<file path="src/rtl/clk_prescaler_pkg.sv">
// Shared definitions for the prescaler controller: default widths and FSM states.
// Latency: n/a (definitions only).
// Backpressure: n/a.
package clk_prescaler_pkg;

   // Divisor width matches the prescaler ROM word; 16-entry ROM by default.
   localparam int DIV_W_DEF = 24;
   localparam int IDX_W_DEF = 4;

   typedef enum logic [1:0] {
      ST_IDLE  = 2'd0,
      ST_FETCH = 2'd1,
      ST_RUN   = 2'd2,
      ST_SWAP  = 2'd3
   } state_t;

endpackage

</file>
<file path="src/rtl/clk_prescaler_cnt.sv">
// Loadable down-counter with terminal-count flag for the prescaler.
// Latency: load/decrement take effect at the next rising edge; o_tc is combinational from the count.
// Backpressure: none; i_en low freezes the count, i_load overrides counting.
// Ports: i_clk/i_rst clock and sync reset, i_en count enable, i_load/i_load_val forced load,
//        i_reload_val value taken when the count wraps at zero, o_tc high while count is zero.
module clk_prescaler_cnt
   import clk_prescaler_pkg::*;
#(
   parameter int W = DIV_W_DEF
) (
   input  logic         i_clk,
   input  logic         i_rst,
   input  logic         i_en,
   input  logic         i_load,
   input  logic [W-1:0] i_load_val,
   input  logic [W-1:0] i_reload_val,
   output logic         o_tc
);

   logic [W-1:0] r_cnt;

   assign o_tc = (r_cnt == '0);

   always_ff @(posedge i_clk) begin
      if (i_rst) begin
         r_cnt <= '0;
      end else if (i_load) begin
         r_cnt <= i_load_val;
      end else if (i_en) begin
         // Wrap at zero back to the divisor: N+1 enabled cycles per period.
         r_cnt <= o_tc ? i_reload_val : (r_cnt - W'(1));
      end
   end

endmodule

</file>
<file path="src/rtl/clk_prescaler_ctrl.sv">
// Prescaler controller: glitch-free divisor change from a combinational ROM, tick clock-enable output.
// Latency: sel_ack one cycle after accept; new divisor takes effect at the next terminal count after FETCH.
// Backpressure: sel_req is held by the requester until sel_ack; requests are ignored while busy.
// Ports: clk/rst clock and sync active-high reset, run count enable, sel_req/sel_idx/sel_ack request
//        handshake, busy change in progress, rom_ad/rom_dout ROM lookup, tick period pulse,
//        cur_idx index of the divisor in force.
module clk_prescaler_ctrl
   import clk_prescaler_pkg::*;
#(
   parameter int DIV_W = DIV_W_DEF,
   parameter int IDX_W = IDX_W_DEF
) (
   input  logic             clk,
   input  logic             rst,
   input  logic             run,
   input  logic             sel_req,
   input  logic [IDX_W-1:0] sel_idx,
   output logic             sel_ack,
   output logic             busy,
   output logic [IDX_W-1:0] rom_ad,
   input  logic [DIV_W-1:0] rom_dout,
   output logic             tick,
   output logic [IDX_W-1:0] cur_idx
);

   state_t           r_state;
   state_t           w_state_nxt;
   logic             r_valid;
   logic [DIV_W-1:0] r_div;
   logic [DIV_W-1:0] r_pend_div;
   logic [IDX_W-1:0] r_pend_idx;
   logic [IDX_W-1:0] r_cur_idx;
   logic             r_tick;
   logic             r_ack;

   logic             w_tc;
   logic             w_cnt_en;
   logic             w_term;
   logic             w_accept;
   logic             w_init_load;
   logic             w_latch_pend;
   logic             w_swap;
   logic             w_cnt_load;
   logic [DIV_W-1:0] w_cnt_load_val;

   // Counting runs off the divisor in force regardless of FSM state, so
   // FETCH/SWAP never stretch or cut the current period.
   assign w_cnt_en = r_valid & run;
   assign w_term   = w_cnt_en & w_tc;

   always_ff @(posedge clk) begin
      if (rst) begin
         r_state <= ST_IDLE;
      end else begin
         r_state <= w_state_nxt;
      end
   end

   always_comb begin
      w_state_nxt  = r_state;
      w_accept     = 1'b0;
      w_init_load  = 1'b0;
      w_latch_pend = 1'b0;
      w_swap       = 1'b0;
      busy         = 1'b0;
      rom_ad       = r_cur_idx;
      case (r_state)
         ST_IDLE, ST_RUN: begin
            if (sel_req) begin
               w_accept    = 1'b1;
               w_state_nxt = ST_FETCH;
            end
         end
         ST_FETCH: begin
            busy   = 1'b1;
            rom_ad = r_pend_idx;
            // First divisor ever loads straight in; later ones wait for a terminal count.
            if (!r_valid) begin
               w_init_load = 1'b1;
               w_state_nxt = ST_RUN;
            end else begin
               w_latch_pend = 1'b1;
               w_state_nxt  = ST_SWAP;
            end
         end
         ST_SWAP: begin
            busy = 1'b1;
            if (w_term) begin
               w_swap      = 1'b1;
               w_state_nxt = ST_RUN;
            end
         end
         default: begin
            w_state_nxt = ST_IDLE;
         end
      endcase
   end

   // A swap replaces the wrap-around reload with the pending divisor, so the
   // period that just ended was entirely old and the next is entirely new.
   assign w_cnt_load     = w_init_load | w_swap;
   assign w_cnt_load_val = w_init_load ? rom_dout : r_pend_div;

   clk_prescaler_cnt #(
      .W(DIV_W)
   ) u_cnt (
      .i_clk        (clk),
      .i_rst        (rst),
      .i_en         (w_cnt_en),
      .i_load       (w_cnt_load),
      .i_load_val   (w_cnt_load_val),
      .i_reload_val (r_div),
      .o_tc         (w_tc)
   );

   always_ff @(posedge clk) begin
      if (rst) begin
         r_valid    <= 1'b0;
         r_div      <= '0;
         r_pend_div <= '0;
         r_pend_idx <= '0;
         r_cur_idx  <= '0;
         r_tick     <= 1'b0;
         r_ack      <= 1'b0;
      end else begin
         r_tick <= w_term;
         r_ack  <= w_accept;
         if (w_accept) begin
            r_pend_idx <= sel_idx;
         end
         if (w_init_load) begin
            r_div     <= rom_dout;
            r_cur_idx <= r_pend_idx;
            r_valid   <= 1'b1;
         end
         if (w_latch_pend) begin
            r_pend_div <= rom_dout;
         end
         if (w_swap) begin
            r_div     <= r_pend_div;
            r_cur_idx <= r_pend_idx;
         end
      end
   end

   assign sel_ack = r_ack;
   assign tick    = r_tick;
   assign cur_idx = r_cur_idx;

endmodule

</file>
<file path="config.mk">
export PLATFORM = sky130hd
export DESIGN_NAME = clk_prescaler_ctrl
export DESIGN_NICKNAME = d
export VERILOG_FILES = /design/src/rtl/clk_prescaler_pkg.sv /design/src/rtl/clk_prescaler_cnt.sv /design/src/rtl/clk_prescaler_ctrl.sv
export SDC_FILE = /design/constraint.sdc
export NUM_CORES = 1
export LEC_CHECK = 0
export CORE_MARGIN = 3
export CORE_UTILIZATION = 57
export CTS_CLUSTER_SIZE = 10
export DETAILED_ROUTE_END_ITERATION = 6
export PLACE_DENSITY = 0.81
export RECOVER_POWER = 100
export SLEW_MARGIN = 20
export SYNTH_ARGS = -nofsm -noshare
export SYNTH_HDL_FRONTEND = slang
export SYNTH_SLANG_ARGS = --single-unit
</file>
<file path="constraint.sdc">
create_clock -name clk -period 3 [get_ports clk]
set_input_delay 0.3 -clock clk [delete_from_list [all_inputs] [get_ports clk]]
set_output_delay 0.3 -clock clk [all_outputs]
set_load 0.05 [all_outputs]
</file>
==> impl_metrics.csv <==
group,metric,value,unit
run_status,outcome,"complete, but fails checks",
run_status,violations,"max-capacitance violations, max-slew violations",
yosys,synth_fa_ha_area_share,0.301,%
floorplanning,chipHeight,91.4,um
drt,routedWlPerCell,16.7,um
yosys,synth.largest_area_cell,"dfxtp_1",
drt,drc,0,
yosys,synth_area_leaders,"dfxtp_1, nand2_1, a21oi_1",
yosys,ys_types,55,
critical_path,cp_slowest_cell,"or4_1",
place,dp_hpwl,7140,um
drt,dr.pass1.iters,5,
clock_tree,insertion_delay,360,ps
clock_tree,cts_buffers,9,
sta,max_freq,0.371,GHz
clock_tree,hold_buffers,0,
sta,hold_violations,0,
layout,antenna_cells,0,
clock_tree,cts_max_level,3,
yosys,ys_seq_area_share,40.9,%
place,placed_area,4650,um2
critical_path,cp.arrival,2940,ps
yosys,synth_area,4160,um2
yosys,synth_compound_area_share,22.6,%
pwr,p_leak,1.81,nW
global_route,grt_pass1_wl,18800,um
global_route,grt_usage,27.3,%
clock_tree,post_cts_resized,0,
clock_tree,cts.sinks,85,
worst_hold_path,min_path_type,"reg -> reg",
critical_path,critPathTopFamily,"simple AND/OR/NAND/NOR gates",
pwr,ir_worst_vdd,0.000354,V
sta,finalCritPeriodShare,89.8,%
layout,finalNonFillerCells,665,
floorplanning,core_area,6940,um2
run,drv_cap,1,
layout,final_area,4890,um2
yosys,synth_seq_cells,85,
place,routabilityCongestion,0.888,
place,io_buffers,42,
yosys,synthXorXnorAreaFrac,3.16,%
yosys,synth_commonest_cells,"nand2_1, dfxtp_1, nor2_1",
floorplanning,rows,30,
floorplanning,die_x,91.4,um
layout,syn2layout_area_growth,17.7,%
critical_path,path_max_fanout,8,
clock_tree,postCtsSetupBuffers,0,
critical_path,worstPathRequired,3250,ps
clock_tree,cts_tree,"built",
layout,drive_gt1_share,8.44,%
layout,final_util,70.5,%
clock_tree,cts-root-buf,"clkbuf_8",
sta,finalSetupViolations,0,
drt,wl,11100,um
layout,nets,597,
sta,min_period,2690,ps
sta,grt_setup_unrepaired,"no",
critical_path,cp_num_cells,8,
critical_path,cp_slowest_stage_delay,560,ps
place,dp.cells,649,
yosys,async_flop_share,0,%
sta,hold_ws,459,ps
sta,worst_pin_slew,1620,ps
floorplanning,die_area,8360,um2
yosys,synth_most_common_cell,"nand2_1",
sta,fin_skew,8.14,ps
critical_path,path_cells,"or4_1 > or4_1 > buf_4 > nor3_2 > buf_4 > a32o_1 > a31oi_1 > a211oi_1",
drt,drtAntennaViolNets,0,
yosys,synth_top_area_share,40.9,%
global_route,antenna_found_initial,0,
sta,slew_headroom,-7.70,%
yosys,ys.flop_type,"dfxtp_1",
floorplanning,ios,43,
sta,setup_tns,0,ps
clock_tree,clk_pin_slew,80,ps
yosys,synth_top_family_by_area,"simple AND/OR/NAND/NOR gates",
worst_hold_path,worstHoldPathCells,2,
critical_path,start_kind,"register",
global_route,grt_max_degree,44,
critical_path,r2r_cells,8,
yosys,synthMuxAreaShare,3.52,%
yosys,postSynthAreaPerCell,7.77,um2
drt,drt_iter0_drc,321,
drt,vias,4073,
critical_path,crit_buf_inv,2,
pwr,powerDensity,597,nW/um2
yosys,yosys_warnings,0,
drt,drt-vias-per-instance,6.12,
floorplanning,initial_core_util,59.9,%
sta,drv_slew,25,
yosys,yosys.area_share.simple,24.3,%
critical_path,end_kind,"register",
yosys,syn-num-nets,568,
global_route,grt_pass1_vias,3983,
global_route,overflow,0,
yosys,synth-edff-count,0,
yosys,synthCells,535,
critical_path,critical_path_class,"reg -> reg",
clock_tree,cts_buffer_depth,2,
-- final cells by class --
| type | count | area, um2 |
|---|---|---|
| flip-flops and latches | 85 | 1700 |
| fillers | 564 | 2050 |
| inverters | 4 | 15.0 |
| clock inverters | 5 | 106 |
| repair buffers | 61 | 562 |
| well taps | 96 | 120 |
| clock buffers | 11 | 151 |
| multi-input cells | 403 | 2240 |
-- final timing paths --
path,end,slack (ps),startpoint
max,u_cnt.r_cnt[10],310,u_cnt.r_cnt[12]
min reg2reg,r_pend_div[5],460,r_pend_div[5]
max reg2reg,u_cnt.r_cnt[10],310,u_cnt.r_cnt[12]
min,r_pend_div[5],460,r_pend_div[5]
-- per-layer routing --
metal	global-route usage [%]	part of all wire [%]	vias up
li1	-	-	1962
met1	35.8	45	1950
met2	44.6	48	143
met3	5.72	5.6	18
met4	8.79	1.4	0
met5	0	0	-
-- state kept, by name, summed over array words and instances, names as in the netlist --
register     flops
cur_idx          4
r_div           24
sel_ack          1
r_pend_idx       4
u_cnt.r_cnt     24
tick             1
r_valid          1
r_pend_div      24
r_state          2
-- report_power, final --
group	switching (mW)	internal (mW)	total, mW
combinational	0.355	0.271	0.626
sequential	0.0756	1.21	1.28
clock	0.416	0.600	1.02
total	0.846	2.08	2.92
-- metrics by stage --
stage | setup slack [ps] | total power [mW]
final | 305 | 2.92
after CTS | 388 | 2.94
after global placement | 468 | 1.91
after floorplan | 510 | 1.75
after global routing | 106 | 3.06
after detailed placement | 394 | 1.93
-- cell families (layout without fill, tap and decap cells) --
logic type / after synthesis / after routing
simple gates: 226 / 226
flops: 85 / 85
buf+inv: 47 / 81
fa+ha+maj: 1 / 1
compound gates: 147 / 147
mux: 14 / 14
xor+xnor: 15 / 15
-- tightest hold or removal path: stages (launching register included) --
cell and delay (ps):
dfxtp_1 320, nand2_1 50, a21oi_1 50
-- cell usage in the layout, fill, tap and decap left out, types with 9 or more instances in the layout --
master and instances:
o21ai_0 17, dfxtp_1 85, nor3_1 16, a31oi_1 16
clkdlybuf4s50_1 30, dlygate4sd3_1 11, mux2i_1 9, nor2_1 56
a21oi_1 55, a311oi_1 12, buf_4 16, a211oi_1 12
nand2_1 113, clkbuf_8 11
(Power assumes the default switching activity.)
